File: config.mk
export PLATFORM = sky130hd
export DESIGN_NAME = core_add_sub_pipe
export DESIGN_NICKNAME = d
export VERILOG_FILES = /design/src/rtl/ppu_pkg.sv /design/src/rtl/lzc.sv /design/src/rtl/core_add_sub_pipe.sv
export SDC_FILE = /design/constraint.sdc
export NUM_CORES = 1
export LEC_CHECK = 0
export CAP_MARGIN = 10
export CORE_ASPECT_RATIO = 1.5
export CORE_UTILIZATION = 65
export CTS_CLUSTER_DIAMETER = 120
export DETAILED_ROUTE_END_ITERATION = 8
export HOLD_SLACK_MARGIN = 0.05
export PLACE_DENSITY_LB_ADDON = 0.08
export SLEW_MARGIN = 0
export SYNTH_ARGS = -nofsm -noshare
export SYNTH_HDL_FRONTEND = slang
export SYNTH_SLANG_ARGS = --single-unit
File: constraint.sdc
create_clock -name clk -period 9.15 [get_ports clk]
set_clock_uncertainty 0.1 [all_clocks]
set_input_delay 0.915 -clock clk [delete_from_list [all_inputs] [get_ports clk]]
set_output_delay 0.915 -clock clk [all_outputs]
set_load 0.05 [all_outputs]
File: src/rtl/ppu_pkg.sv
// Shared types and width helpers for the PPU add/sub datapath.
// Stage payload structs are sized for the default 16-bit posit configuration.
package ppu_pkg;

  function automatic int te_width(input int n, input int es);
    return es + $clog2(n) + 2;
  endfunction

  function automatic int sum_width(input int mant_w);
    return 2 * mant_w + 1;
  endfunction

  localparam int PPU_N      = 16;
  localparam int PPU_ES     = 1;
  localparam int PPU_MANT_W = PPU_N;
  localparam int PPU_TE_W   = te_width(PPU_N, PPU_ES);
  localparam int PPU_DW     = 2 * PPU_MANT_W;
  localparam int PPU_SUM_W  = sum_width(PPU_MANT_W);
  localparam int PPU_SH_W   = $clog2(PPU_DW + 1);

  // Ordered operands waiting for alignment.
  typedef struct packed {
    logic [PPU_TE_W-1:0]   te;
    logic [PPU_MANT_W-1:0] mant_big;
    logic [PPU_MANT_W-1:0] mant_small;
    logic [PPU_SH_W-1:0]   shift;
    logic                  sign;
    logic                  opp;
  } order_t;

  typedef struct packed {
    logic [PPU_TE_W-1:0]  te;
    logic [PPU_SUM_W-1:0] sum;
    logic                 sign;
    logic                 sticky;
  } align_t;

  typedef struct packed {
    logic [PPU_TE_W-1:0] te;
    logic [PPU_DW-1:0]   mant;
    logic                sign;
    logic                sticky;
    logic                zero;
  } norm_t;

endpackage

File: src/rtl/lzc.sv
// Parametrised leading-zero counter; cnt = W when the input is all zeros.
module lzc #(
  parameter int W = 32,
  parameter int CNT_W = $clog2(W + 1)
) (
  input  logic [W-1:0]     din,
  output logic [CNT_W-1:0] cnt,
  output logic             all_zero
);

  always_comb begin
    cnt = CNT_W'(W);
    // Later (higher) set bits override, so the MSB-most one wins.
    for (int i = 0; i < W; i++) begin
      if (din[i]) cnt = CNT_W'(W - 1 - i);
    end
  end

  assign all_zero = ~|din;

endmodule

File: src/rtl/core_add_sub_pipe.sv
// Three-stage posit add/sub core: order, align/add, normalise.
// All stages share one advance enable so a stalled output freezes the pipe.
module core_add_sub_pipe
  import ppu_pkg::*;
#(
  parameter int N      = PPU_N,
  parameter int ES     = PPU_ES,
  parameter int MANT_W = N,
  parameter int TE_W   = te_width(N, ES)
) (
  input  logic                clk,
  input  logic                rst_n,
  input  logic                in_valid,
  output logic                in_ready,
  input  logic [TE_W-1:0]     te1,
  input  logic [TE_W-1:0]     te2,
  input  logic [MANT_W-1:0]   mant1,
  input  logic [MANT_W-1:0]   mant2,
  input  logic                sign1,
  input  logic                sign2,
  input  logic                sub,
  output logic                out_valid,
  input  logic                out_ready,
  output logic [TE_W-1:0]     te_out,
  output logic [2*MANT_W-1:0] mant_out,
  output logic                sign_out,
  output logic                sticky_out,
  output logic                zero_out
);

  localparam int DW    = 2 * MANT_W;
  localparam int SUM_W = sum_width(MANT_W);
  localparam int SH_W  = $clog2(DW + 1);
  localparam int LZ_W  = $clog2(DW + 1);

  // The stage structs come from the package, so the widths must line up.
  if (MANT_W != PPU_MANT_W || TE_W != PPU_TE_W) begin : g_cfg_check
    $error("core_add_sub_pipe: parameters do not match ppu_pkg payload widths");
  end

  logic   adv;
  logic   s1_v, s2_v, s3_v;
  order_t s1_c, s1_q;
  align_t s2_c, s2_q;
  norm_t  s3_c, s3_q;

  assign adv      = !s3_v || out_ready;
  assign in_ready = adv;

  // Stage 1: order by magnitude and compute the saturated alignment shift.
  logic            s2e, op2_big;
  logic [TE_W:0]   te_diff;

  always_comb begin
    s2e     = sign2 ^ sub;
    op2_big = ($signed(te2) > $signed(te1)) || ((te2 == te1) && (mant2 > mant1));
    s1_c     = '0;
    s1_c.opp = sign1 ^ s2e;
    if (op2_big) begin
      s1_c.te         = te2;
      s1_c.mant_big   = mant2;
      s1_c.mant_small = mant1;
      s1_c.sign       = s2e;
      te_diff         = {te2[TE_W-1], te2} - {te1[TE_W-1], te1};
    end else begin
      s1_c.te         = te1;
      s1_c.mant_big   = mant1;
      s1_c.mant_small = mant2;
      s1_c.sign       = sign1;
      te_diff         = {te1[TE_W-1], te1} - {te2[TE_W-1], te2};
    end
    if (te_diff > (TE_W+1)'(DW)) s1_c.shift = SH_W'(DW);
    else                         s1_c.shift = te_diff[SH_W-1:0];
  end

  // Stage 2: align the small operand, collect sticky, add or subtract.
  logic [DW-1:0]    big_ext;
  logic [2*DW-1:0]  small_wide;
  logic [SUM_W-1:0] small_op;

  always_comb begin
    big_ext    = {s1_q.mant_big, {MANT_W{1'b0}}};
    small_wide = {s1_q.mant_small, {(2*DW-MANT_W){1'b0}}} >> s1_q.shift;
    small_op   = {1'b0, small_wide[2*DW-1:DW]};
    s2_c        = '0;
    s2_c.te     = s1_q.te;
    s2_c.sign   = s1_q.sign;
    s2_c.sticky = |small_wide[DW-1:0];
    if (s1_q.opp) s2_c.sum = {1'b0, big_ext} + ~small_op + SUM_W'(1);
    else          s2_c.sum = {1'b0, big_ext} + small_op;
  end

  // Stage 3: normalise on carry, cancellation or leading zeros.
  logic [LZ_W-1:0] lz;
  logic            sum_lo_zero;

  lzc #(.W(DW), .CNT_W(LZ_W)) u_lzc (
    .din      (s2_q.sum[DW-1:0]),
    .cnt      (lz),
    .all_zero (sum_lo_zero)
  );

  always_comb begin
    s3_c        = '0;
    s3_c.sign   = s2_q.sign;
    s3_c.sticky = s2_q.sticky;
    if (s2_q.sum[DW]) begin
      s3_c.mant   = s2_q.sum[DW:1];
      s3_c.te     = s2_q.te + TE_W'(1);
      s3_c.sticky = s2_q.sticky | s2_q.sum[0];
    end else if (sum_lo_zero) begin
      s3_c      = '0;
      s3_c.zero = 1'b1;
    end else begin
      s3_c.mant = s2_q.sum[DW-1:0] << lz;
      s3_c.te   = s2_q.te - TE_W'(lz);
    end
  end

  always_ff @(posedge clk or negedge rst_n) begin
    if (!rst_n) begin
      s1_v <= 1'b0;
      s2_v <= 1'b0;
      s3_v <= 1'b0;
      s1_q <= '0;
      s2_q <= '0;
      s3_q <= '0;
    end else if (adv) begin
      s1_v <= in_valid;
      s2_v <= s1_v;
      s3_v <= s2_v;
      if (in_valid) s1_q <= s1_c;
      if (s1_v)     s2_q <= s2_c;
      if (s2_v)     s3_q <= s3_c;
    end
  end

  assign out_valid  = s3_v;
  assign te_out     = s3_q.te;
  assign mant_out   = s3_q.mant;
  assign sign_out   = s3_q.sign;
  assign sticky_out = s3_q.sticky;
  assign zero_out   = s3_q.zero;

endmodule

==> impl_metrics.ini <==
[outcome]
status = finished clean

[placement]
pre_cts_slack_ns = 3.543
io_buffers = 96
placed_area_mm2 = 0.01365
place.gp.congestion = 0.9916
dp_hpwl_um = 30090

[logic_synthesis]
synth_xor_area_share_pct = 2.838
synth_compound_area_share_pct = 22.43
ys.flop_type = dfrtp_1
netlist_area_mm2 = 0.01265
yosysUniqueCellTypes = 87
synthMuxAreaShare_pct = 14.80
syn_area_per_cell_um2 = 8.060
syn_nets = 1698
synth_seq_cells = 134
synth_adder_area_share_pct = 7.653
async_flop_share_pct = 100.0
synthCells = 1570
yosys.area_share.simple_pct = 19.68
synth_top_family_by_area = compound AO/OA/AOI/OAI gates
synth-edff-count = 0
yosysSeqAreaShare_pct = 26.50
yosysWarnings = 0

[clock_tree]
cts_setup_buffers = 0
ctsResizeCount = 0
cts_tree = built
htreeDepth = 4
clockBufferDepth = 2
root_buffer = clkbuf_16
cts.reportedPaths.clkPinSlew_ns = 0.06
cts.sink_count = 134
clock_latency_ns = 0.44
holdBufCountCts = 0
cts_made_buffers = 17

[timing]
fmax_ghz = 0.1903
min_period_ns = 5.254
setup_ws_ns = 3.896
drv_slew = 0
rsz0062_at_grt = false
setup_tns_ns = 0
worstMarginPinSlew_ns = 1.059
layout_worst_path_cycle_share_pct = 57.42
setup_viol_count_final = 0
relSlewSlack_pct = 29.23
final_hold_viol_count = 0

[grt]
grt_pass1_vias = 12190
grt_max_degree = 88
grt_util_met1_pct = 45.58
grtUsageMet2_pct = 69.20
top_usage_layer = met2
antenna_found_initial = 1
grt.total_usage_pct = 41.92
grtUsageMet3_pct = 10.23
grt-ovfl-total = 0
grt_first_pass_wirelength_um = 64260

[routing]
detail_route.vias_per_cell = 6.677
first_iter_violations = 1400
vias = 12470
avgRoutedWirePerCell_um = 21.56
dr.pass1.iters = 8
drc_errors = 0
wirelength_um = 40250
drtAntennaViolNets = 0

[worst_setup_path]
critPathKind = in2reg
r2r_slack_ns = 4.06
rr_worst_depth = 16
endpoint_kind = flip-flop
crit_arrival_ns = 5.53
start_kind = input pin
crit_path_max_fanout = 43
cp.required_ns = 9.42
r2r-start = s1_q[3]$_DFFE_PN0P_
worstReg2RegEnd = s2_q[33]$_DFFE_PN0P_

[power]
p_leak_nw = 6.298
p_per_area_mw_per_mm2 = 368.3
switching_share_pct = 52.03
seqPwrFrac_pct = 21.7
pwr-share-comb_pct = 64.3
p_int_mw = 2.521
p_clk_share_pct = 14.0
vdd_drop_max_mv = 0.1647
switching_power_mw = 2.734

[floorplan]
fp.dieW_um = 115.9
die_height_um = 172.9
initial_core_util_pct = 66.31
core_mm2 = 0.01908
die-area_mm2 = 0.02004
ios = 97
num_rows = 62

[min_path]
min_to = s2_q[1]$_DFFE_PN0P_
min-delay-path-class = reg2reg
holdPathStages = 2
hp-start = s1_q[1]$_DFFE_PN0P_

[layout]
drive_gt1_share_pct = 7.759
area_growth_pct = 12.74
antenna_cells = 0
stdcell_area_mm2 = 0.01427
final_cell_mix = nand2_1 (195), dfrtp_1 (134), nor2_1 (129)
nets = 1727
layout_commonest_cell = nand2_1

[job]
drv_cap = 0
power groups by stage:
stage | clock network (mW) | registers [mW] | logic, mW
floorplan | 0 | 1.27 | 2.21
global placement | 0 | 1.11 | 3.21
detailed placement | 0 | 1.13 | 3.26
CTS | 0.732 | 1.12 | 3.28
global route | 0.762 | 1.16 | 3.64
finish | 0.736 | 1.14 | 3.38
cell families after synthesis:
kind of cell,after synthesis
buffers and inverters,192
multiplexers,151
adder cells (fa/ha/maj),75
flip-flops,134
AND/OR/NAND/NOR,534
AO/OA/AOI/OAI,443
XOR/XNOR,41
flip-flops by register name, indices dropped and copies added, names as in the netlist, 7 cells and up:
register,flops
big_ext,16
mant_out,32
s1_q,31
s2_q,42
te_out,7
final cells by class:
type | instances | area, um2
clock buffer | 19 | 452.9
multi-input combinational | 1244 | 8553
fill | 1463 | 4816
clock inverter | 12 | 163.9
inverter | 89 | 334.1
timing repair buffer | 113 | 1090
sequential | 134 | 3353
tap | 256 | 320.3
cell usage after synthesis, drive strengths merged, types with 5 or more instances:
cell / count / area share (%)
o22ai: 7 / 0.35
clkbuf: 74 / 2.2
nand2b: 16 / 0.79
a32oi: 5 / 0.35
a221oi: 15 / 1.0
mux4: 26 / 4.7
a31oi: 16 / 0.79
xnor2: 25 / 1.7
or3: 9 / 0.44
a211oi: 15 / 0.89
o21bai: 6 / 0.36
a211o: 7 / 0.49
o211ai: 17 / 1.0
xor2: 16 / 1.1
a21boi: 7 / 0.42
and3: 21 / 1.0
nor3: 31 / 1.2
or2: 8 / 0.40
o21a: 8 / 0.47
nand3: 40 / 1.6
nor2: 131 / 4.0
o21ai: 131 / 5.2
nand2: 197 / 5.8
ha: 71 / 7.0
nor2b: 19 / 0.94
and2: 15 / 0.74
dfrtp: 134 / 26
a21o: 17 / 1.0
a22o: 7 / 0.48
o311ai: 5 / 0.35
buf: 29 / 1.3
mux2: 26 / 2.3
inv: 86 / 2.6
a21oi: 109 / 4.3
nor4: 13 / 0.64
mux2i: 99 / 7.8
nand4: 16 / 0.79
o31ai: 17 / 1.0
a22oi: 9 / 0.53
worst max-delay path, stage by stage:
cell	delay [ns]
clkdlybuf4s50_1	0.50
inv_1	0.05
ha_1	0.36
nor2b_1	0.16
o21ai_0	0.22
a21boi_0	0.14
o21ai_0	0.23
a21boi_0	0.24
nor2_4	0.39
buf_4	0.59
mux2i_1	0.20
o31a_1	0.32
a2111oi_1	0.94
a22o_1	0.25
through the flow:
| step | std cells | hold WS, ns | power, mW | utilization, % |
|---|---|---|---|---|
| 3_3_place_gp | 1836 | 0.3601 | 4.321 | 71.53 |
| 2_1_floorplan | 1570 | 0.3386 | 3.483 | - |
| 6_report | 1867 | 0.3776 | 5.255 | 74.76 |
| 5_1_grt | 1867 | 0.4197 | 5.563 | 74.76 |
| 3_5_place_dp | 1836 | 0.3686 | 4.388 | 71.53 |
| 4_1_cts | 1867 | 0.3782 | 5.136 | 74.76 |
how the worst max path moves through the flow:
stage,startpoint,to,cells after the start
finish,te1[2],s1_q[2]$_DFFE_PN0P_,14
global route,te1[2],s1_q[2]$_DFFE_PN0P_,14
global placement,mant1[1],s1_q[5]$_DFFE_PN0P_,14
floorplan,s1_q[3]$_DFFE_PN0P_,s2_q[33]$_DFFE_PN0P_,17
CTS,mant1[1],s1_q[4]$_DFFE_PN0P_,14
detailed placement,mant1[1],s1_q[4]$_DFFE_PN0P_,14
layer usage:
metal / up-vias / part of all wire [%]
met5: - / 0.032
met4: 2 / 8.1
met3: 212 / 7.2
met2: 675 / 49
met1: 5824 / 35
li1: 5753 / -
Power figures use the tool's default switching activity.
